## src/rtl/mbus_tx_arbiter_pkg.sv

```systemverilog
// Shared types and helpers for the MBus transmit arbiter and related ring arbiters.
//   arb_state_e : arbiter FSM state encoding
//   arb_res_e   : transfer outcome reported to the owner
//   f_log2      : number of bits needed to hold a value (minimum 1)
//   f_max       : larger of two unsigned values
package mbus_tx_arbiter_pkg;

    typedef enum logic [2:0] {
        ARB_IDLE      = 3'd0,
        ARB_REQUEST   = 3'd1,
        ARB_WAIT_DONE = 3'd2,
        ARB_BACKOFF   = 3'd3,
        ARB_REPORT    = 3'd4
    } arb_state_e;

    typedef enum logic {
        RES_SUCC = 1'b0,
        RES_FAIL = 1'b1
    } arb_res_e;

    // Width of a counter/index that must represent 'value' itself.
    function automatic int unsigned f_log2(input int unsigned value);
        int unsigned w;
        w = 1;
        for (int unsigned i = 1; i < 32; i++) begin
            if ((value >> i) != 0) begin
                w = i + 1;
            end
        end
        return w;
    endfunction

    function automatic int unsigned f_max(input int unsigned a, input int unsigned b);
        return (a > b) ? a : b;
    endfunction

endpackage

```

## src/rtl/mbus_rr_pick.sv

```systemverilog
// Rotating-priority encoder: returns the first set request bit at or above
// i_ptr, wrapping modulo NUM_REQ. Purely combinational.
//   i_req   : request vector
//   i_ptr   : highest-priority index this round
//   o_valid : at least one request set
//   o_idx   : winning index (0 when o_valid is low)
module mbus_rr_pick #(
    parameter int unsigned NUM_REQ = 4,
    parameter int unsigned IDX_W   = 2
) (
    input  logic [NUM_REQ-1:0] i_req,
    input  logic [IDX_W-1:0]   i_ptr,
    output logic               o_valid,
    output logic [IDX_W-1:0]   o_idx
);

    // Index 'off' positions above 'base', wrapped into 0..NUM_REQ-1.
    function automatic logic [IDX_W-1:0] f_wrap(input logic [IDX_W-1:0] base,
                                               input int unsigned     off);
        int unsigned sum;
        sum = 32'(base) + off;
        if (sum >= NUM_REQ) begin
            sum = sum - NUM_REQ;
        end
        return IDX_W'(sum);
    endfunction

    always_comb begin
        o_valid = 1'b0;
        o_idx   = '0;
        for (int unsigned k = 0; k < NUM_REQ; k++) begin
            if (!o_valid && i_req[f_wrap(i_ptr, k)]) begin
                o_valid = 1'b1;
                o_idx   = f_wrap(i_ptr, k);
            end
        end
    end

endmodule

```

## src/rtl/mbus_tx_arbiter.sv

```systemverilog
// MBus transmit-path arbiter: shares one transmit engine among NUM_REQ local
// requesters with round-robin grant, bounded retry with backoff after bus
// errors, and a one-cycle DONE/FAIL report to the owner.
// Optional feature macro: MBUS_TX_ARB_WATCHDOG_EN (WAIT_DONE timeout -> FAIL).
//   CLK_IN  : clock, rising edge
//   RESET   : synchronous active-high reset
//   REQ     : per-requester level request
//   GNT     : one-hot owner indication
//   DONE    : one-cycle success pulse to owner
//   FAIL    : one-cycle failure pulse to owner
//   TX_REQ  : level request to the transmit engine
//   TX_SEL  : owner index
//   TX_ACK  : transmitter accepted the request (pulse)
//   TX_SUCC : transfer acknowledged on the bus (pulse)
//   TX_ERR  : arbitration lost / NAK / bus reset (pulse)
//   BUSY    : arbiter not idle
module mbus_tx_arbiter
    import mbus_tx_arbiter_pkg::*;
#(
    parameter int unsigned NUM_REQ        = 4,
    parameter int unsigned MAX_RETRY      = 3,
    parameter int unsigned BACKOFF_CYCLES = 16,
    parameter int unsigned TIMEOUT_CYCLES = 1024
) (
    input  logic                             CLK_IN,
    input  logic                             RESET,
    input  logic [NUM_REQ-1:0]               REQ,
    output logic [NUM_REQ-1:0]               GNT,
    output logic [NUM_REQ-1:0]               DONE,
    output logic [NUM_REQ-1:0]               FAIL,
    output logic                             TX_REQ,
    output logic [f_log2(NUM_REQ-1)-1:0]     TX_SEL,
    input  logic                             TX_ACK,
    input  logic                             TX_SUCC,
    input  logic                             TX_ERR,
    output logic                             BUSY
);

    localparam int unsigned IDX_W   = f_log2(NUM_REQ - 1);
    localparam int unsigned RETRY_W = f_log2(MAX_RETRY);
    localparam int unsigned CNT_W   = f_log2(f_max(BACKOFF_CYCLES, TIMEOUT_CYCLES) - 1);

    arb_state_e           r_state;
    logic [IDX_W-1:0]     r_rr_ptr;
    logic [IDX_W-1:0]     r_owner;
    logic [RETRY_W-1:0]   r_retry;
    logic [CNT_W-1:0]     r_backoff;
    logic [NUM_REQ-1:0]   r_gnt;
    logic [NUM_REQ-1:0]   r_done;
    logic [NUM_REQ-1:0]   r_fail;
    logic                 r_tx_req;
    logic                 r_busy;
`ifdef MBUS_TX_ARB_WATCHDOG_EN
    logic [CNT_W-1:0]     r_wdog;
`endif

    logic                 w_pick_valid;
    logic [IDX_W-1:0]     w_pick_idx;
    logic [IDX_W-1:0]     w_owner_nxt;
    logic                 w_wait_end;
    arb_res_e             w_wait_res;
    logic                 w_retry;

    mbus_rr_pick #(
        .NUM_REQ (NUM_REQ),
        .IDX_W   (IDX_W)
    ) u_rr_pick (
        .i_req   (REQ),
        .i_ptr   (r_rr_ptr),
        .o_valid (w_pick_valid),
        .o_idx   (w_pick_idx)
    );

    // Round-robin pointer moves one past the outgoing owner.
    assign w_owner_nxt = (r_owner == IDX_W'(NUM_REQ - 1)) ? '0 : r_owner + IDX_W'(1);

    // WAIT_DONE outcome; an error outranks a simultaneous success, and real
    // bus events outrank a watchdog expiry in the same cycle.
    always_comb begin
        w_wait_end = 1'b0;
        w_wait_res = RES_SUCC;
        w_retry    = 1'b0;
        if (TX_ERR) begin
            if (r_retry < RETRY_W'(MAX_RETRY)) begin
                w_retry = 1'b1;
            end else begin
                w_wait_end = 1'b1;
                w_wait_res = RES_FAIL;
            end
        end else if (TX_SUCC) begin
            w_wait_end = 1'b1;
        end
`ifdef MBUS_TX_ARB_WATCHDOG_EN
        else if (r_wdog == CNT_W'(TIMEOUT_CYCLES - 1)) begin
            w_wait_end = 1'b1;
            w_wait_res = RES_FAIL;
        end
`endif
    end

    // Arbiter FSM with registered outputs.
    always_ff @(posedge CLK_IN) begin
        if (RESET) begin
            r_state   <= ARB_IDLE;
            r_rr_ptr  <= '0;
            r_owner   <= '0;
            r_retry   <= '0;
            r_backoff <= '0;
            r_gnt     <= '0;
            r_done    <= '0;
            r_fail    <= '0;
            r_tx_req  <= 1'b0;
            r_busy    <= 1'b0;
`ifdef MBUS_TX_ARB_WATCHDOG_EN
            r_wdog    <= '0;
`endif
        end else begin
            r_done <= '0;
            r_fail <= '0;
            case (r_state)
                ARB_IDLE: begin
                    if (w_pick_valid) begin
                        r_owner  <= w_pick_idx;
                        r_gnt    <= NUM_REQ'(1) << w_pick_idx;
                        r_tx_req <= 1'b1;
                        r_retry  <= '0;
                        r_busy   <= 1'b1;
                        r_state  <= ARB_REQUEST;
                    end
                end

                ARB_REQUEST: begin
                    // An accept in the same cycle as a dropped request still wins.
                    if (TX_ACK) begin
                        r_tx_req <= 1'b0;
                        r_state  <= ARB_WAIT_DONE;
`ifdef MBUS_TX_ARB_WATCHDOG_EN
                        r_wdog   <= '0;
`endif
                    end else if (!REQ[r_owner]) begin
                        r_tx_req <= 1'b0;
                        r_gnt    <= '0;
                        r_rr_ptr <= w_owner_nxt;
                        r_busy   <= 1'b0;
                        r_state  <= ARB_IDLE;
                    end
                end

                ARB_WAIT_DONE: begin
                    if (w_wait_end) begin
                        if (w_wait_res == RES_SUCC) begin
                            r_done <= r_gnt;
                        end else begin
                            r_fail <= r_gnt;
                        end
                        r_state <= ARB_REPORT;
                    end else if (w_retry) begin
                        r_retry   <= r_retry + RETRY_W'(1);
                        r_backoff <= CNT_W'(BACKOFF_CYCLES - 1);
                        r_state   <= ARB_BACKOFF;
                    end
`ifdef MBUS_TX_ARB_WATCHDOG_EN
                    else begin
                        r_wdog <= r_wdog + CNT_W'(1);
                    end
`endif
                end

                ARB_BACKOFF: begin
                    if (r_backoff == '0) begin
                        r_tx_req <= 1'b1;
                        r_state  <= ARB_REQUEST;
                    end else begin
                        r_backoff <= r_backoff - CNT_W'(1);
                    end
                end

                ARB_REPORT: begin
                    r_gnt    <= '0;
                    r_rr_ptr <= w_owner_nxt;
                    r_busy   <= 1'b0;
                    r_state  <= ARB_IDLE;
                end

                default: begin
                    r_gnt    <= '0;
                    r_tx_req <= 1'b0;
                    r_busy   <= 1'b0;
                    r_state  <= ARB_IDLE;
                end
            endcase
        end
    end

    assign GNT    = r_gnt;
    assign DONE   = r_done;
    assign FAIL   = r_fail;
    assign TX_REQ = r_tx_req;
    assign TX_SEL = r_owner;
    assign BUSY   = r_busy;

endmodule

```

## config.mk

```make
export PLATFORM = sky130hd
export DESIGN_NAME = mbus_tx_arbiter
export DESIGN_NICKNAME = d
export VERILOG_FILES = /design/src/rtl/mbus_tx_arbiter_pkg.sv /design/src/rtl/mbus_rr_pick.sv /design/src/rtl/mbus_tx_arbiter.sv
export SDC_FILE = /design/constraint.sdc
export NUM_CORES = 1
export LEC_CHECK = 0
export CAP_MARGIN = 40
export CORE_MARGIN = 2
export CORE_UTILIZATION = 48
export DETAILED_ROUTE_END_ITERATION = 10
export PLACE_DENSITY = 0.75
export SLEW_MARGIN = 40
export SYNTH_ARGS = -nofsm -noshare
export SYNTH_HDL_FRONTEND = slang
export SYNTH_SLANG_ARGS = --single-unit
```

## constraint.sdc

```tcl
create_clock -name CLK_IN -period 1.9 [get_ports CLK_IN]
set_input_delay 0.285 -clock CLK_IN [delete_from_list [all_inputs] [get_ports CLK_IN]]
set_output_delay 0.285 -clock CLK_IN [all_outputs]
set_load 0.005 [all_outputs]
```

==> impl_metrics.tcl, run 1 <==
set metrics [dict create \
    run_status "complete, no violations" \
    ir_drop_mv 0.566 \
    ys_seq_elements 33 \
    path_class "reg -> reg" \
    root_buffer "clkbuf_4" \
    htree_levels 2 \
    drt_iter0_drc 72 \
    rsz0062_at_grt "no" \
    dp_slack_ns -0.324 \
    power_density_nw_per_um2 791 \
    die-area_sq_um 4000 \
    hp-class "reg -> reg" \
    setup_viol 0 \
    wl_per_cell_microns 14.9 \
    area_growth_pct 34.6 \
    ant_nets 0 \
    grt_antenna_before_repair 0 \
    slew_headroom_pct 58.9 \
    overflow 0 \
    synth_warnings 0 \
    ios 25 \
    syn_area_per_cell_sq_um 8.63 \
    post-route-min-period_ns 1.83 \
    multi_input_area_sq_um 1000 \
    grtUsageMet3_pct 5.00 \
    clk_latency_ns 0.34 \
    vias 1686 \
    drive_gt1_share_pct 20.9 \
    startpoint_type "flop" \
    slew_violations 0 \
    fill_cells 307 \
    crit_fanout 2 \
    synth_edf_count 0 \
    register_area_sq_um 664 \
    synth_cells 195 \
    timing.hold.ws_ns 0.480 \
    wirelength_mm 4.33 \
    cts.sinks 33 \
    grt_max_degree 17 \
    grtUsageTotal_pct 23.3 \
    drv_cap 0 \
    final_common_cell "dfxtp_1" \
    crit_required_ns 2.17 \
    met1_usage_pct 27.1 \
    drc 0 \
    syn_nets 207 \
    netlist_area_sq_um 1680 \
    ys.flop_type "dfxtp_1" \
    cts_max_path_buffers 2 \
    fin_crit_sh_pct 96.2 \
    core_area_sq_um 3360 \
    mostFrequentLayoutCells "dfxtp_1 (30), buf_4 (25), clkdlybuf4s50_1 (24), nor2_1 (16), a21oi_1 (13)" \
    clk_transition_reported_paths_ns 0.11 \
    die_x_microns 63.2 \
    gp_congestion 0.870 \
    start_util_pct 50.0 \
    postLayoutSetupSlackWorst_ns 0.0719 \
    hold_violations 0 \
    worst_pin_slew_ns 0.611 \
    rows 21 \
    ys_async_sr_fraction_pct 0 \
    p_leak_nw 0.854 \
    grt.busiest_layer "met2" \
    first_global_vias 1619 \
    cts_tree "built" \
    nets 255 \
    io_buffer_count 24 \
    via_per_inst 5.81 \
    cp-end-kind "flop" \
    fmax_ghz 0.547 \
    post_synth_num_cell_types 48 \
    num_antenna_cells 0 \
    grt_pass1_wl_mm 7.38 \
    grt_use_met2_pct 41.8 \
    cts_made_buffers 5 \
    arrival_ns 2.10 \
    drt-pass1-iter-count 4 \
    skew_ns 0.0100 \
    die_h_microns 63.2 \
    dp_hpwl_mm 3.37 \
    seq_area_frac_synth_pct 39.3 \
]
## metal layers
metal / routed length, microns / part of all wire [%]
met5: 0 / 0
met1: 1830 / 42
met3: 182 / 4.2
met4: 76 / 1.8
met2: 2240 / 52
## timing repair
item                       4_1_cts  5_1_grt
gates resized for setup          4        7
gates cloned                     0        0
hold buffers                     0        0
buffers inserted                 1        0
pin swaps                        2        3
setup endpoints to repair        3        6
## registers in the layout, indices dropped and copies added (netlist names)
name	cells
BUSY	1
GNT	4
TX_SEL	2
r_rr_ptr	2
r_state	3
r_backoff	10
DONE	4
TX_REQ	1
FAIL	4
r_retry	2
## synth_stat cells, drive strengths merged (4+ instances only)
cell type / instances / area [sq um]
mux2i: 5 / 50.1
nor4: 7 / 43.8
or3: 6 / 37.5
inv: 7 / 26.3
o21ai: 4 / 20.0
clkbuf: 7 / 26.3
or4: 6 / 48.8
nor2b: 4 / 25.0
nand2: 11 / 41.3
a211oi: 5 / 37.5
and2: 10 / 62.6
dfxtp: 33 / 661
nor2: 17 / 63.8
a21oi: 14 / 70.1
nor3: 6 / 30.0
o31ai: 5 / 37.5
## layout make-up
cell class                 count  area share (%)
sequential                    33            29.3
clock buffer                   7            2.43
timing repair buffer          49            18.9
clock inverter                 1            1.33
multi-input combinational    147            44.3
tap                           46            2.54
inverter                       7            1.16
## final timing paths
check / from / endpoint / slack (ns) / cells past startpoint
worst min-delay path: r_retry[1] / r_retry[1] / 0.48 / 2
worst max-delay path: r_backoff[2] / r_backoff[7] / 0.07 / 4
worst min register to register: r_retry[1] / r_retry[1] / 0.48 / 2
worst max register to register: r_backoff[2] / r_backoff[7] / 0.07 / 4
## cells by family (layout without fill, tap and decap cells)
logic type | count (synthesis) | after routing | share of synthesized area [%]
AND/OR/NAND/NOR | 87 | 87 | 29.6
AO/OA/AOI/OAI | 49 | 49 | 20.2
flip-flops | 33 | 33 | 39.3
buffers and inverters | 15 | 64 | 3.35
multiplexers | 6 | 6 | 4.31
adder cells (fa/ha/maj) | 3 | 3 | 2.23
XOR/XNOR | 2 | 2 | 1.04
## worst max-delay path, stage by stage (launching register included)
cell and delay [ns]:
dfxtp_2 0.33, or4_4 0.54, or4_4 0.43, or3_4 0.34, a21oi_2 0.13
## stage by stage
| step | util, % | cells | instance area (sq um) | power [mW] | TNS (ns) |
|---|---|---|---|---|---|
| after global routing | 67.4 | 290 | 2270 | 1.88 | 0 |
| after detailed placement | 63.4 | 281 | 2130 | 1.23 | -3.25 |
| after floorplan | - | 195 | 1680 | 1.03 | 0 |
| final | 67.4 | 290 | 2270 | 1.79 | 0 |
| after CTS | 66.5 | 290 | 2240 | 1.79 | 0 |
| after global placement | 63.4 | 281 | 2130 | 1.22 | -2.40 |
## where the power goes
| part | internal, mW | switching [mW] | total, mW |
|---|---|---|---|
| logic | 0.236 | 0.233 | 0.469 |
| registers | 0.731 | 0.0407 | 0.772 |
| clock network | 0.314 | 0.237 | 0.551 |
| total | 1.28 | 0.510 | 1.79 |
Power figures use the tool's default switching activity.
==> run 2: changes to the inputs <==
- CORE_UTILIZATION: 48 -> 25
- PLACE_DENSITY: 0.75 -> default
- SETUP_SLACK_MARGIN: default -> 0.2
==> run 2 against run 1 <==
  * Die area increased by 85%
  * Critical endpoint unchanged
  * Flip-flop and latch count unchanged
  * Power increased by 7.8%
  * Worst setup slack improved by 0.025 ns
  * Largest cell class unchanged
  * Sequential share of layout area decreased by 2.7 points
  * Utilization decreased by 28 points
  * Clock skew decreased by 0.0024 ns
==> impl_metrics.tcl, run 2 (synthesis results as in run 1) <==
set metrics [dict create \
    fmax_ghz 0.555 \
    pwr-share-seq_pct 40.2 \
    cp_common_cell "or4_4" \
    ios 25 \
    ctsHoldBuffers 0 \
    final_common_cell "buf_4" \
    dp_hpwl_mm 3.24 \
    grt_pass1_wl_mm 7.45 \
    wirelength_mm 4.57 \
    first_global_vias 1633 \
    root_buffer "clkbuf_8" \
    rows 29 \
    post-route-min-period_ns 1.80 \
    critPathSlowestCell "or4_4" \
    grt_max_degree 14 \
    clk_latency_ns 0.28 \
    clk_transition_reported_paths_ns 0.07 \
    path_class "reg -> reg" \
    p_int_mw 1.37 \
    power_density_nw_per_um2 765 \
    gp_congestion 0.818 \
    crit_chain "or4_4 > or4_4 > or3_4 > a21oi_2" \
    wl_met1_mm 2.15 \
    fill_cells 622 \
    drv_cap 0 \
    hold_violations 0 \
    cts_made_buffers 5 \
    cts.sinks 33 \
    slew_violations 0 \
    drt_iter0_drc 70 \
    grt_antenna_before_repair 0 \
    cts_max_path_buffers 2 \
    worst_pin_slew_ns 0.570 \
    skew_ns 0.00763 \
    via_per_inst 5.13 \
    die_x_microns 86.0 \
    core_area_sq_um 6420 \
    wl_met2_mm 2.24 \
    cp-end-kind "flop" \
    startpoint_type "flop" \
    drive_gt1_share_pct 31.4 \
    power_frac_clock_pct 30.3 \
    fin_util_pct 39.4 \
    regMostFlops "r_backoff" \
    top_layer "met4" \
    htree_levels 2 \
    slew_headroom_pct 61.7 \
    grtUsageTotal_pct 12.3 \
    drt-pass1-iter-count 4 \
    p_total_mw 1.93 \
    largest_reg_flops 10 \
    route.met3.wl_microns 143 \
    fin_crit_sh_pct 94.9 \
    ir_drop_mv 0.306 \
    die_h_microns 86.0 \
    wl_per_cell_microns 13.7 \
    vias 1717 \
    drc 0 \
    io_buffer_count 24 \
    switching_share_pct 29.3 \
    place_area_sq_um 2200 \
    cts_tree "built" \
    hp-class "reg -> reg" \
    setup_viol 0 \
    start_util_pct 26.2 \
    finalInstanceArea_sq_um 2530 \
    net-switching-power_mw 0.567 \
    run_status "complete, no violations" \
    die-area_sq_um 7400 \
    mostFrequentLayoutCells "buf_4 (37), dfxtp_1 (26), clkdlybuf4s50_1 (20), nor2_1 (15), a21oi_1 (12)" \
    overflow 0 \
    nets 269 \
    pwr-share-comb_pct 29.5 \
    crit_path_max_incr_delay_ns 0.51 \
    arrival_ns 2.02 \
    crit_fanout 4 \
    area_growth_pct 50.2 \
    rsz0062_at_grt "yes" \
    ant_nets 0 \
    p_leak_nw 0.948 \
    crit_required_ns 2.11 \
    num_antenna_cells 0 \
]
## run 2: path summary, 6_finish.rpt
kind,from,end,slack (ns),cells after the start
setup / recovery,r_backoff[3],r_backoff[7],0.1,4
hold / removal,r_backoff[0],r_backoff[0],0.47,1
setup reg to reg,r_backoff[3],r_backoff[7],0.1,4
hold reg to reg,r_backoff[0],r_backoff[0],0.47,1
## run 2: critical path: cells and delay by family, from the launching register on
family / cells / cell delay, ns
flip-flops: 1 / 0.36
AND/OR/NAND/NOR: 3 / 1.27
AO/OA/AOI/OAI: 1 / 0.11
## run 2: metal layers
| layer | vias up | track usage, % |
|---|---|---|
| met5 | - | 0 |
| li1 | 862 | - |
| met2 | 28 | 20.3 |
| met1 | 823 | 16.5 |
| met3 | 4 | 2.79 |
| met4 | 0 | 2.74 |
## run 2: final cells by class
| class | count | area [sq um] | area share, % |
|---|---|---|---|
| Clock inverter | 1 | 5.00 | 0.198 |
| Tap cell | 77 | 96.3 | 3.81 |
| Clock buffer | 7 | 96.3 | 3.81 |
| Timing Repair Buffer | 63 | 536 | 21.2 |
| Multi-Input combinational cell | 147 | 1090 | 43.2 |
| Inverter | 7 | 30.0 | 1.19 |
| Sequential cell | 33 | 672 | 26.6 |
## run 2: timing repair
item / CTS / global route
gates resized for setup: 21 / 17
pin swaps: 3 / 11
setup endpoints to repair: 23 / 22
setup buffers: 3 / 8
## run 2: through the flow
stage	TNS [ns]	worst slack, ns	instances	hold slack, ns
2_1_floorplan	0	0.166	195	0.447
3_3_place_gp	-2.68	-0.320	316	0.459
3_5_place_dp	-3.29	-0.368	316	0.468
4_1_cts	0	0.115	327	0.478
5_1_grt	0	0.0291	335	0.506
6_report	0	0.0967	335	0.471
## run 2: power by group through the flow
stage | Combinational [mW] | Clock [mW] | Sequential [mW]
after global placement | 0.455 | 0 | 0.791
after detailed placement | 0.458 | 0 | 0.790
final | 0.570 | 0.586 | 0.777
after global routing | 0.623 | 0.627 | 0.784
after CTS | 0.498 | 0.606 | 0.775
after floorplan | 0.256 | 0 | 0.778
==> patch: new RTL, settings of run 1 <==
Re-encode `arb_state_e` (5 states) as one-hot, 5 bits wide.
--- a/src/rtl/mbus_tx_arbiter_pkg.sv
+++ b/src/rtl/mbus_tx_arbiter_pkg.sv
@@ -5,12 +5,12 @@
 //   f_max       : larger of two unsigned values
 package mbus_tx_arbiter_pkg;
 
-    typedef enum logic [2:0] {
-        ARB_IDLE      = 3'd0,
-        ARB_REQUEST   = 3'd1,
-        ARB_WAIT_DONE = 3'd2,
-        ARB_BACKOFF   = 3'd3,
-        ARB_REPORT    = 3'd4
+    typedef enum logic [4:0] {
+        ARB_IDLE      = 5'b00001,
+        ARB_REQUEST   = 5'b00010,
+        ARB_WAIT_DONE = 5'b00100,
+        ARB_BACKOFF   = 5'b01000,
+        ARB_REPORT    = 5'b10000
     } arb_state_e;
 
     typedef enum logic {
Check against the original RTL: no difference found for any inputs over 10 cycles, from zero or initial values and one cycle with RESET high; not proved beyond that.
==> patch against run 1 <==
Critical path depth increased by 3; sequential share of layout area grew 3.5 points; worst setup slack got worse by 0.0049 ns; wire length decreased by 18%; count of clock-buffer cells in the layout is 2 lower; synthesized area is 3.1% lower; first-iteration DRC count down 28%; worst hold slack worse by 0.013 ns; cell area shrank 5.9%; sequential cell count increased by 2; global-route usage fell by 3.1 points; total power decreased by 11%; largest cell class unchanged.
==> patch: results (changes against run 1) <==
Run status
  • Status: complete, no violations (unchanged)

Routing
  • Final wirelength: 3560 um (was 4330 um)
  • Vias/cell: 5.29 (was 5.81)

Synth
  • Cell variety after synth: 50 (was 48)
  • Seq/Total Area, Yosys: 0.430 (was 0.393)
  • Commonest cells in the synthesized netlist: dfxtp_1, nor2_1, nand2_1, a21oi_1, and2_1 (was dfxtp_1, nor2_1, a21oi_1, nand2_1, and2_1)
  • Post-Synth XOR/XNOR Area: 0.0430 (was 0.0104)
  • Area contributors post-synth: dfxtp_1, nor2_1, and2_1 (was dfxtp_1, a21oi_1, nor2_1)
  • Post-synthesis mux area share: 0.0545 (was 0.0431)
  • Syn_nets: 186 (was 207)
  • Synth Area in Compound Gates: 0.134 (was 0.202)

Critical path
  • R2R cell count: 7 (was 4)
  • CP max FO: 8 (was 2)
  • Critical Path Max Stage Delay: 0.32 ns (was 0.54 ns)
  • Worst Setup SP: r_backoff[1] (was r_backoff[2])
  • R2R Setup Slk: 0.07 ns
  • Slowest CP cell: dfxtp_1 (was or4_4)

Clocking
  • Clk_lat worst skew: 0.36 ns (was 0.34 ns)

Global route
  • Vias in the first global route: 1389 (was 1619)
  • Largest net degree at the start of global routing: 14 (was 17)
  • First-pass GRT wire length: 6200 um (was 7380 um)
  • Total GRT Usage: 0.202 (was 0.233)

Power
  • VDD IR max: 0.382 mV (was 0.566 mV)
  • Pleak: 0.847 nW (was 0.854 nW)
  • Net switching power: 0.000416 W (was 0.000510 W)

Placed design
  • DPL Wire Length: 2710 um (was 3370 um)
  • Gpl congestion: 0.901 (was 0.870)
  • Cells after DPL: 256 (was 281)
  • Dpl ws: -0.217 ns (was -0.324 ns)

Cells and area
  • Count of non-filler cells in the finished layout: 266 (was 290)
  • Final nets: 231 (was 255)
  • Fraction of layout cells with a size suffix above 1: 0.177 (was 0.209)
  • Fillers: 291 (was 307)

STA
  • FMAX: 0.546 GHz (was 0.547 GHz)
  • Clock skew: 0.0142 ns (was 0.0100 ns)
  • Least-Margin Pin Slew: 0.436 ns (was 0.611 ns)

Worst hold path
  • Hold path depth: 1 (was 2)
[patch: critical path, delay by kind of cell, from the launching register on]
| kind | cells | cell delay (ns) |
|---|---|---|
| flops | 1 | 0.32 |
| compound gates | 1 | 0.24 |
| fa+ha+maj | 1 | 0.21 |
| simple gates | 3 | 0.60 |
| buf+inv | 1 | 0.07 |
| mux | 1 | 0.32 |
[patch: area by class of cell]
class / instances / area [um2] / area share
Multi-Input combinational cell: 131 / 903 / 0.423
Clock buffer: 5 / 37.5 / 0.0176
Timing Repair Buffer: 42 / 375 / 0.176
Sequential cell: 35 / 701 / 0.328
Tap cell: 46 / 57.6 / 0.0270
Inverter: 4 / 15.0 / 0.00704
Clock inverter: 3 / 43.8 / 0.0205
[patch: per-stage QoR]
step / total power (W) / instance area [um2]
2_1_floorplan: 0.000949 / 1630
3_3_place_gp: 0.00106 / 2030
3_5_place_dp: 0.00107 / 2030
4_1_cts: 0.00161 / 2120
5_1_grt: 0.00168 / 2130
6_report: 0.00160 / 2130
[patch: cells by family (layout without fill, tap and decap cells)]
kind of cell,count (synthesis),after routing
flip-flops,35,35
multiplexers,7,7
XOR/XNOR,8,8
AND/OR/NAND/NOR,83,83
buffers and inverters,8,54
AO/OA/AOI/OAI,30,30
adder cells (fa/ha/maj),3,3
[patch: routing by layer]
layer  vias up  track usage  share of wire
met5         -            0              0
met4         0       0.0861          0.012
met3         5       0.0580          0.056
met2        29        0.338           0.48
met1       661        0.242           0.45
li1        712            -              -
[patch: power by group through the flow]
stage	sequential [W]	combinational, W	clock, W
floorplan	0.000807	0.000142	0
global placement	0.000808	0.000249	0
detailed placement	0.000811	0.000258	0
CTS	0.000794	0.000260	0.000559
global route	0.000799	0.000286	0.000592
finish	0.000795	0.000260	0.000545
[patch: worst min path at each step]
stage	from	end	slack [ns]
2_1_floorplan	r_retry[1]	r_retry[1]	0.44
3_3_place_gp	BUSY	BUSY	0.44
3_5_place_dp	BUSY	BUSY	0.45
4_1_cts	BUSY	BUSY	0.47
5_1_grt	r_retry[1]	r_retry[1]	0.49
6_report	BUSY	BUSY	0.47
[patch: repair_timing]
action | in CTS | in global routing
setup buffers | 0 | 2
gates resized for setup | 1 | 0
pin swaps | 0 | 0
endpoints found under the setup margin | 2 | 1
